File: src/rtl/ctrl_pkg.sv
// Shared encodings for the multi-cycle controller: FSM states, opcodes and
// datapath mux/ALU select codes.
package ctrl_pkg;

  typedef enum logic [3:0] {
    S_FETCH  = 4'd0,
    S_DECODE = 4'd1,
    S_MEMADR = 4'd2,
    S_MEMRD  = 4'd3,
    S_MEMWB  = 4'd4,
    S_MEMWR  = 4'd5,
    S_RTEXE  = 4'd6,
    S_RTWB   = 4'd7,
    S_ITEXE  = 4'd8,
    S_ITWB   = 4'd9,
    S_BRANCH = 4'd10,
    S_JUMP   = 4'd11,
    S_FAULT  = 4'd12
  } state_t;

  localparam logic [5:0] OP_RTYPE = 6'b000000;
  localparam logic [5:0] OP_LW    = 6'b100011;
  localparam logic [5:0] OP_SW    = 6'b101011;
  localparam logic [5:0] OP_BEQ   = 6'b000100;
  localparam logic [5:0] OP_BNE   = 6'b000101;
  localparam logic [5:0] OP_J     = 6'b000010;
  localparam logic [5:0] OP_ADDI  = 6'b001000;
  localparam logic [5:0] OP_ORI   = 6'b001101;

  localparam logic [2:0] SRCB_B        = 3'd0;
  localparam logic [2:0] SRCB_FOUR     = 3'd1;
  localparam logic [2:0] SRCB_SEXT     = 3'd2;
  localparam logic [2:0] SRCB_SEXT_SH2 = 3'd3;
  localparam logic [2:0] SRCB_ZEXT     = 3'd4;

  localparam logic [1:0] ALUOP_ADD   = 2'b00;
  localparam logic [1:0] ALUOP_SUB   = 2'b01;
  localparam logic [1:0] ALUOP_FUNCT = 2'b10;
  localparam logic [1:0] ALUOP_OR    = 2'b11;

  localparam logic [1:0] PCSRC_ALU    = 2'b00;
  localparam logic [1:0] PCSRC_ALUOUT = 2'b01;
  localparam logic [1:0] PCSRC_JUMP   = 2'b10;

  // States that hold a memory request open until ready.
  function automatic logic is_mem_state(state_t s);
    return (s == S_FETCH) || (s == S_MEMRD) || (s == S_MEMWR);
  endfunction

endpackage

File: src/rtl/mem_wait_timer.sv
// Counts wait cycles of an outstanding memory request and flags a timeout
// when the last permitted wait cycle passes without ready.
module mem_wait_timer #(
  parameter int TIMEOUT = 16,
  parameter int CNT_W   = 5
) (
  input  logic clk,
  input  logic rst,
  input  logic start,
  input  logic pending,
  input  logic ready,
  output logic timeout
);

  localparam logic [CNT_W-1:0] CNT_LAST = CNT_W'((TIMEOUT > 0) ? TIMEOUT - 1 : 0);

  logic [CNT_W-1:0] cnt_q;
  logic [CNT_W-1:0] cnt_d;

  // Clear on request entry, on completion and when idle; count stalled cycles.
  always_comb begin
    cnt_d = cnt_q;
    if (start || !pending || ready) begin
      cnt_d = '0;
    end else if (TIMEOUT != 0) begin
      cnt_d = cnt_q + 1'b1;
    end
  end

  // Counter register.
  always_ff @(posedge clk) begin
    if (rst) begin
      cnt_q <= '0;
    end else begin
      cnt_q <= cnt_d;
    end
  end

  assign timeout = (TIMEOUT != 0) && pending && !ready && (cnt_q == CNT_LAST);

endmodule

File: src/rtl/mc_ctrl_fsm.sv
// Multi-cycle controller for the MIPS-subset datapath with ready-based
// memory handshake, memory timeout and illegal-opcode fault detection.
//
// state  | meaning
// FETCH  | read instruction, PC+4 on ready
// DECODE | decode opcode, branch target into ALUOut
// MEMADR | compute load/store address
// MEMRD  | data read, wait for ready
// MEMWB  | write loaded data to register file
// MEMWR  | data write, wait for ready (retires on ready)
// RTEXE  | R-type ALU operation
// RTWB   | R-type result write-back
// ITEXE  | addi/ori ALU operation
// ITWB   | immediate result write-back
// BRANCH | compare and conditionally update PC
// JUMP   | load jump target into PC
// FAULT  | illegal opcode or memory timeout, left only by reset
module mc_ctrl_fsm
  import ctrl_pkg::*;
#(
  parameter int TIMEOUT = 16
) (
  input  logic       clk,
  input  logic       rst,
  input  logic [5:0] op_i,
  input  logic       zero_i,
  input  logic       mem_ready_i,
  output logic       memread_o,
  output logic       memwrite_o,
  output logic       iord_o,
  output logic       irwrite_o,
  output logic       alusrca_o,
  output logic [2:0] alusrcb_o,
  output logic [1:0] aluop_o,
  output logic [1:0] pcsource_o,
  output logic       pcen_o,
  output logic       regwrite_o,
  output logic       regdst_o,
  output logic       memtoreg_o,
  output logic       retire_o,
  output logic       fault_o,
  output logic [3:0] state_o
);

  // TIMEOUT=0 would give a zero-width counter; one bit is kept and never counts.
  localparam int CNT_W = (TIMEOUT < 1) ? 1 : $clog2(TIMEOUT + 1);

  state_t state_q;
  state_t state_d;
  logic   req_pending;
  logic   timer_start;
  logic   timeout;

  assign req_pending = is_mem_state(state_q);
  assign timer_start = is_mem_state(state_d) && (state_d != state_q);

  mem_wait_timer #(
    .TIMEOUT(TIMEOUT),
    .CNT_W  (CNT_W)
  ) u_timer (
    .clk    (clk),
    .rst    (rst),
    .start  (timer_start),
    .pending(req_pending),
    .ready  (mem_ready_i),
    .timeout(timeout)
  );

  // Next-state selection.
  always_comb begin
    state_d = state_q;
    case (state_q)
      S_FETCH: begin
        if (timeout)          state_d = S_FAULT;
        else if (mem_ready_i) state_d = S_DECODE;
      end
      S_DECODE: begin
        case (op_i)
          OP_RTYPE:        state_d = S_RTEXE;
          OP_LW, OP_SW:    state_d = S_MEMADR;
          OP_BEQ, OP_BNE:  state_d = S_BRANCH;
          OP_J:            state_d = S_JUMP;
          OP_ADDI, OP_ORI: state_d = S_ITEXE;
          default:         state_d = S_FAULT;
        endcase
      end
      S_MEMADR: state_d = (op_i == OP_LW) ? S_MEMRD : S_MEMWR;
      S_MEMRD: begin
        if (timeout)          state_d = S_FAULT;
        else if (mem_ready_i) state_d = S_MEMWB;
      end
      S_MEMWB: state_d = S_FETCH;
      S_MEMWR: begin
        if (timeout)          state_d = S_FAULT;
        else if (mem_ready_i) state_d = S_FETCH;
      end
      S_RTEXE:  state_d = S_RTWB;
      S_RTWB:   state_d = S_FETCH;
      S_ITEXE:  state_d = S_ITWB;
      S_ITWB:   state_d = S_FETCH;
      S_BRANCH: state_d = S_FETCH;
      S_JUMP:   state_d = S_FETCH;
      S_FAULT:  state_d = S_FAULT;
      default:  state_d = S_FETCH;
    endcase
  end

  // State register.
  always_ff @(posedge clk) begin
    if (rst) begin
      state_q <= S_FETCH;
    end else begin
      state_q <= state_d;
    end
  end

  // Output decode; everything is forced low while reset is held so an
  // aborted request or write-back drops immediately.
  always_comb begin
    memread_o  = 1'b0;
    memwrite_o = 1'b0;
    iord_o     = 1'b0;
    irwrite_o  = 1'b0;
    alusrca_o  = 1'b0;
    alusrcb_o  = SRCB_B;
    aluop_o    = ALUOP_ADD;
    pcsource_o = PCSRC_ALU;
    pcen_o     = 1'b0;
    regwrite_o = 1'b0;
    regdst_o   = 1'b0;
    memtoreg_o = 1'b0;
    retire_o   = 1'b0;
    fault_o    = 1'b0;
    state_o    = 4'd0;
    if (!rst) begin
      state_o = state_q;
      case (state_q)
        S_FETCH: begin
          memread_o = 1'b1;
          alusrcb_o = SRCB_FOUR;
          irwrite_o = mem_ready_i;
          pcen_o    = mem_ready_i;
        end
        S_DECODE: alusrcb_o = SRCB_SEXT_SH2;
        S_MEMADR: begin
          alusrca_o = 1'b1;
          alusrcb_o = SRCB_SEXT;
        end
        S_MEMRD: begin
          memread_o = 1'b1;
          iord_o    = 1'b1;
        end
        S_MEMWB: begin
          regwrite_o = 1'b1;
          memtoreg_o = 1'b1;
          retire_o   = 1'b1;
        end
        S_MEMWR: begin
          memwrite_o = 1'b1;
          iord_o     = 1'b1;
          retire_o   = mem_ready_i;
        end
        S_RTEXE: begin
          alusrca_o = 1'b1;
          alusrcb_o = SRCB_B;
          aluop_o   = ALUOP_FUNCT;
        end
        S_RTWB: begin
          regwrite_o = 1'b1;
          regdst_o   = 1'b1;
          retire_o   = 1'b1;
        end
        S_ITEXE: begin
          alusrca_o = 1'b1;
          if (op_i == OP_ORI) begin
            alusrcb_o = SRCB_ZEXT;
            aluop_o   = ALUOP_OR;
          end else begin
            alusrcb_o = SRCB_SEXT;
            aluop_o   = ALUOP_ADD;
          end
        end
        S_ITWB: begin
          regwrite_o = 1'b1;
          retire_o   = 1'b1;
        end
        S_BRANCH: begin
          alusrca_o  = 1'b1;
          alusrcb_o  = SRCB_B;
          aluop_o    = ALUOP_SUB;
          pcsource_o = PCSRC_ALUOUT;
          pcen_o     = (op_i == OP_BNE) ? !zero_i : zero_i;
          retire_o   = 1'b1;
        end
        S_JUMP: begin
          pcsource_o = PCSRC_JUMP;
          pcen_o     = 1'b1;
          retire_o   = 1'b1;
        end
        S_FAULT: fault_o = 1'b1;
        default: ;
      endcase
    end
  end

endmodule

File: config.mk
export PLATFORM = sky130hd
export DESIGN_NAME = mc_ctrl_fsm
export DESIGN_NICKNAME = d
export VERILOG_FILES = /design/src/rtl/ctrl_pkg.sv /design/src/rtl/mem_wait_timer.sv /design/src/rtl/mc_ctrl_fsm.sv
export SDC_FILE = /design/constraint.sdc
export NUM_CORES = 1
export LEC_CHECK = 0
export BUFFER_PORTS_ARGS = -buffer_cell sky130_fd_sc_hd__buf_2
export CORE_MARGIN = 2
export CORE_UTILIZATION = 35
export CTS_CLUSTER_DIAMETER = 150
export DETAILED_ROUTE_END_ITERATION = 16
export HOLD_SLACK_MARGIN = 0.12
export PLACE_DENSITY = 0.66
export SKIP_CTS_REPAIR_TIMING = 1
export SLEW_MARGIN = 20
export SYNTH_ARGS = -nofsm -noshare
export SYNTH_HDL_FRONTEND = slang
export SYNTH_SLANG_ARGS = --single-unit
File: constraint.sdc
create_clock -name clk -period 1.85 [get_ports clk]
set_clock_uncertainty 0.15 [all_clocks]
set_input_delay 0.185 -clock clk [delete_from_list [all_inputs] [get_ports clk]]
set_output_delay 0.185 -clock clk [all_outputs]
set_load 0.01 [all_outputs]
Word level (Yosys, flattened, before mapping)
Cells that the tools add are included.
{"block": "totals", "reg_bits": 9, "inputBits": 10, "output_inout_bits": 22}
{"block": "classes", "n_addsub": 1, "n_eq_ne": 23, "mux": 41, "n_reduce_logical": 24}
{"op": "$pmux W4 S8", "n": 1}
{"op": "$mux W4", "n": 7}
{"op": "$mux W1", "n": 21}
{"op": "$eq A4 B3 Y1 const B", "n": 5}
{"op": "$eq A4 B4 Y1 const B", "n": 5}
{"op": "$pmux W4 S5", "n": 1}
{"op": "$eq A4 B2 Y1 const B", "n": 3}
{"op": "$eq A6 B3 Y1 const B", "n": 2}
{"op": "$eq A6 B4 Y1 const B", "n": 2}
{"op": "$eq A6 B6 Y1 const B", "n": 2}
{"op": "$pmux W3 S4", "n": 1}
{"op": "$reduce_or A2 Y1", "n": 6}
{"op": "$mux W3", "n": 3}
{"op": "$logic_not A4 Y1", "n": 2}
{"op": "$eq A6 B2 Y1 const B", "n": 1}
{"op": "$logic_not A6 Y1", "n": 1}
{"op": "$logic_or A1 B1 Y1", "n": 6}
{"op": "$mux W2", "n": 3}
{"op": "$pmux W2 S3", "n": 1}
{"op": "$add A5 B1 Y5 const B", "n": 1}
{"op": "$eq A5 B4 Y1 const B", "n": 1}
{"op": "$reduce_or A5 Y1", "n": 1}
{"op": "$eq A4 B1 Y1 const B", "n": 1}
{"op": "$ne A4 B4 Y1", "n": 1}
{"op": "7 further kinds", "n": 11}

Depth between registers and ports, before layout
{"block": "depth", "word_depth": 14, "depth_mapped": 7}

Hierarchy
From an unflattened synthesis, not the netlist that was laid out.
{"block": "unflattened", "cells_unflattened": 167, "area_unflattened_um2": 1164.9}
{"module": "mc_ctrl_fsm", "instances": 1, "cells_each": 147, "area_each_um2": 960.9, "seq_area_each_um2": 80.1}
{"module": "mem_wait_timer", "instances": 1, "cells_each": 20, "area_each_um2": 203.9, "seq_area_each_um2": 100.1}

Worst setup path after synthesis
Ideal clock, no wire load.
{"block": "synth_path", "path_kind": "flip-flop to flip-flop", "from": "reg u_timer.cnt_q[0]", "to": "reg state_q[0]", "arrival_time_ps": 1634, "t_required_ps": 1629, "setup_slack_ps": -4, "stages_incl_launch_ff": 8, "n_path_buf": 0, "path_cell_list": "dfxtp_1 > ha_1 > and3_1 > ha_1 > or3b_2 > a21oi_1 > o21bai_1 > a21oi_1"}
{"block": "synth_between", "elab_chain_cells": 4}
{"element": "start, declared", "line_no": "mem_wait_timer.sv:17", "text": "logic [CNT_W-1:0] cnt_q;"}
{"element": "start signal, assigned", "line_no": "mem_wait_timer.sv:35", "text": "cnt_q <= cnt_d;"}
{"element": "$eq A5 B4 Y1 (*)", "line_no": "mem_wait_timer.sv:39", "text": "assign timeout = (TIMEOUT != 0) && pending && !ready && (cnt_q == CNT_LAST);"}
{"element": "$logic_and A1 B1 Y1 (*)", "line_no": "mem_wait_timer.sv:39"}
{"element": "$mux W4 (on tied branches)", "line_no": "mc_ctrl_fsm.sv:94, mc_ctrl_fsm.sv:74, mc_ctrl_fsm.sv:89"}
{"element": "$pmux W4 S8 (*)", "line_no": "mc_ctrl_fsm.sv:72", "text": "case (state_q)"}
{"element": "end signal, assigned", "line_no": "mc_ctrl_fsm.sv:113", "text": "state_q <= state_d;"}
{"element": "end, declared", "line_no": "mc_ctrl_fsm.sv:48", "text": "state_t state_q;"}
Mark *: on every way between the ends. The rest lies on a longest branch, timed or not.
A chain may end at the register's enable or synchronous reset.

Final worst setup path
{"block": "layout_path", "from": "reg state_q[0]", "to": "out alusrcb_o[1]"}
{"block": "layout_between", "elab_chain_cells": 3}
{"element": "$eq A4 B4 Y1 (tied with other cells)", "line_no": "mc_ctrl_fsm.sv:137", "text": "case (state_q)"}
{"element": "$pmux W3 S4 (*)", "line_no": "mc_ctrl_fsm.sv:137"}
{"element": "$mux W3 (*)", "line_no": "mc_ctrl_fsm.sv:135", "text": "if (!rst) begin"}
{"element": "end, declared", "line_no": "mc_ctrl_fsm.sv:33", "text": "output logic [2:0] alusrcb_o,"}
Marks and branches as above.

==> PnR_summary.wiki <==
{| class="wikitable"
! Metric !! Value
|-
| Share of cells above drive strength 1 || 45.14%
|-
| Total of buffers placed on input and output ports || 31
|-
| Number of remaining DRC errors || 0
|-
| Clock edge transition at the registers on the reported setup and hold paths || about 0.07 ns
|-
| Number of hold violations in the final report || 0
|-
| Achievable Freq || 521.5 MHz
|-
| Wire length of the first global-routing pass || 4222 um
|-
| Maximum number of pins on one net before global-route repair || 20
|-
| Sequential share of the synthesized area || 19.46%
|-
| Total number of vias || 1,162
|-
| Number of nets in the final layout || roughly 190
|-
| Combinational fraction of design power || 65.3%
|-
| Run status || finished with violations
|-
| Fin crit period || 1.918 ns
|-
| Data arrival, critical path || 1.58 ns
|-
| Destination of the worst register-to-register timing path || state_q[0]
|-
| Critical path endpoint category || output pin
|-
| Sw Ratio || 41.24%
|-
| Power consumption || around 1.3 mW
|-
| WL per Instance || between 10 and 15 um
|-
| Share of the synthesized area in the top cell type || 19.46%
|-
| Core Rows || 18
|-
| Net Count, Synth || 141
|-
| Failing checks || negative setup slack
|-
| Routed Antenna Nets || 0
|-
| Launch instance of the worst min-delay path || op_i[4]
|-
| Most crowded layer after global routing || met2
|-
| Number of maximum-capacitance violations || 0
|-
| YS warnings || 0
|-
| Worst slack after detailed placement || -0.02815 ns
|-
| Maximum fanout along the worst path || 6
|-
| Type of the most critical hold path || in -> reg
|-
| Gate count of the mapped netlist || around 130
|-
| Area of the core || 0.002500 sq mm
|-
| Category of the worst setup path launch point || flop
|-
| Peak VDD IR || 0.4699 mV
|-
| Required time of the worst setup path || between 1.5 and 2 ns
|-
| Hold worst-path end || state_q[1]
|-
| Leading cell types in the layout, fill and taps excluded || buf_2, buf_4, nor2_1
|-
| NetSw || 0.5407 mW
|-
| CTS tree || yes
|-
| Number of buffers inserted during clock tree synthesis || 3
|-
| Final Worst Setup Slack || -0.06764 ns
|-
| Clock Sink Count || 9
|-
| Final wirelength || roughly 2800 um
|-
| Buffer cell driving the clock tree root || clkbuf_4
|-
| Top post-synthesis cells by area || dfxtp_1, nor2_1, a31oi_1, and3_1, nand2b_1
|-
| Clock latency at the later pin of the worst-skew pair || 0.27 ns
|-
| Count of antenna diodes in the layout || 0
|-
| Start of the worst register-to-register path || u_timer.cnt_q[0]
|-
| Routability cong. || approximately 0.85
|-
| Share of async-settable or async-resettable flops after synthesis || 0%
|-
| Met1 Resource Use GR || 22.38%
|-
| Max H-tree Level || 1
|-
| Cell Area, Placed || ~0.0012 sq mm
|-
| Die extent in x || 55.44 um
|-
| Cell type with the largest total area after synthesis || dfxtp_1
|-
| Maximum root-to-sink buffer count || 2
|-
| Overall die area || between 0.003 and 0.004 sq mm
|-
| Hold Path Cell Cnt || 3
|-
| Crit. Startpoint || state_q[0]
|-
| Design internal power || 0.7705 mW
|-
| Hpwl dp || 2002 um
|-
| FF+latch count, synth || 9
|-
| Final setup violation count || 3
|-
| Share of the cycle needed by the critical path after routing || 103.7%
|-
| Sequential cell fraction of total power || 22.6%
|-
| Total overflow reported by the global router || 0
|-
| Setup slack of the worst register-to-register path || 0.06 ns
|-
| Mean cell area of the mapped netlist || 7.177 sq um
|-
| Design area || about 0.0014 sq mm
|-
| Netlist Area Pre-Place || a little over 900 sq um
|-
| Worst Setup Path Type || reg -> out
|-
| Area added between synthesis and finish || 49.59%
|-
| Via count of the first global-routing pass || 949
|-
| Antenna violations before repair || 0
|-
| Effective utilization at floorplan || 37.04%
|-
| Post-synth EDFFs || 0
|-
| Chip Height || 55.44 um
|-
| Synth unique cells || 46
|-
| Met2 usage || 27.55%
|-
| Flip-flop cell with the highest count after synthesis || dfxtp_1
|-
| Leakage component of the power || 0.6021 nW
|-
| Number of optimization iterations in the first detailed-route pass || 4
|-
| Worst relative slew slack || 76.85%
|-
| Detailed router's first-iteration violation count || 17
|-
| Max Slew Vio Count || 0
|-
| Clock network fraction of total power || around an eighth
|-
| RSZ-0062 raised after global routing || yes
|-
| Number of cells on the worst reg-to-reg path || 7
|-
| Actual transition at the worst max-transition pin || 0.3472 ns
|-
| Commonest non-fill, non-tap cell in the layout || buf_2
|-
| Met3 usage || 0.9368%
|-
| Count of boundary I/O pins || 32
|-
| Power density cells || about 950 mW/mm^2
|-
| Drt via density || 5.668
|-
| Total routing usage reported by global routing || 16.42%
|}
-- final cells by class --
| class | instances | area [sq um] |
|---|---|---|
| inverter | 6 | 22.52 |
| tap | 30 | 37.54 |
| sequential | 9 | 193.9 |
| clock buffer | 4 | 26.28 |
| multi-input combinational | 103 | 753.2 |
| timing repair buffer | 53 | 351.6 |
| fill | 230 | 1115 |
-- critical path, cell delays in order, from the launching register on --
cell and delay (ns):
dfxtp_4 0.36, buf_12 0.13, buf_8 0.12, xnor2_4 0.12, buf_6 0.12, nor2_2 0.10, a31oi_1 0.04, nor3_1 0.17
buf_2 0.16
-- cell families (layout without fill, tap and decap cells) --
| logic type | count (synthesis) | after routing | synth area share, % |
|---|---|---|---|
| AO/OA/AOI/OAI | 29 | 29 | 21.76 |
| XOR/XNOR | 5 | 5 | 4.731 |
| adder cells (fa/ha/maj) | 2 | 2 | 2.702 |
| buffers and inverters | 17 | 63 | 7.567 |
| flip-flops | 9 | 9 | 19.46 |
| multiplexers | 2 | 2 | 2.297 |
| AND/OR/NAND/NOR | 65 | 65 | 41.49 |
-- registers in the layout (all words and copies together), names as in the netlist --
register	count
state_q	4
u_timer.cnt_q	5
-- power groups by stage --
stage / sequential [mW] / combinational [mW] / clock, mW
after floorplan: 0.244 / 0.454 / 0
after global placement: 0.286 / 0.658 / 0
after detailed placement: 0.289 / 0.667 / 0
after CTS: 0.284 / 0.671 / 0.151
after global routing: 0.302 / 0.933 / 0.170
final: 0.297 / 0.857 / 0.158
-- routing by layer --
layer	routed length, um	vias up	share of wire, %
met1	1193	565	43
li1	-	565	-
met3	112	4	4.0
met4	33	0	1.2
met2	1433	28	52
met5	0	-	0
-- Yosys cell counts (2+ instances only) --
cell and number:
nor3_1 4, dfxtp_1 9, xnor2_1 3, a31oi_1 7, a21oi_1 5, nand4_1 3, a211oi_1 2, nand3_1 2
nor4b_1 2, ha_1 2, clkbuf_1 5, nor3b_1 2, a22oi_1 2, nor4_1 2, or3_1 2, nand2b_1 6
nand2_1 2, nor2b_1 6, o21ai_0 4, nor2_1 17, inv_1 6, xor2_1 2, buf_2 5, o31a_1 2
and3_1 6
-- worst max path at each step --
stage | end | slack [ns]
floorplan | state_q[0] | 0.003
global placement | state_q[0] | 0.02
detailed placement | state_q[0] | -0.03
CTS | aluop_o[1] | -0.13
global route | regwrite_o | -0.11
finish | alusrcb_o[1] | -0.07
-- metrics by stage --
| step | util (%) | setup TNS [ns] | std cells | hold slack, ns |
|---|---|---|---|---|
| 6_report | 55.41 | -0.1319 | 205 | 0.1525 |
| 2_1_floorplan | - | 0 | 129 | 0.2645 |
| 5_1_grt | 55.41 | -0.5719 | 205 | 0.1505 |
| 3_3_place_gp | 47.75 | 0 | 195 | 0.3438 |
| 4_1_cts | 48.80 | -0.6279 | 199 | 0.1621 |
| 3_5_place_dp | 47.75 | -0.02815 | 195 | 0.3613 |
Power figures use the tool's default switching activity.
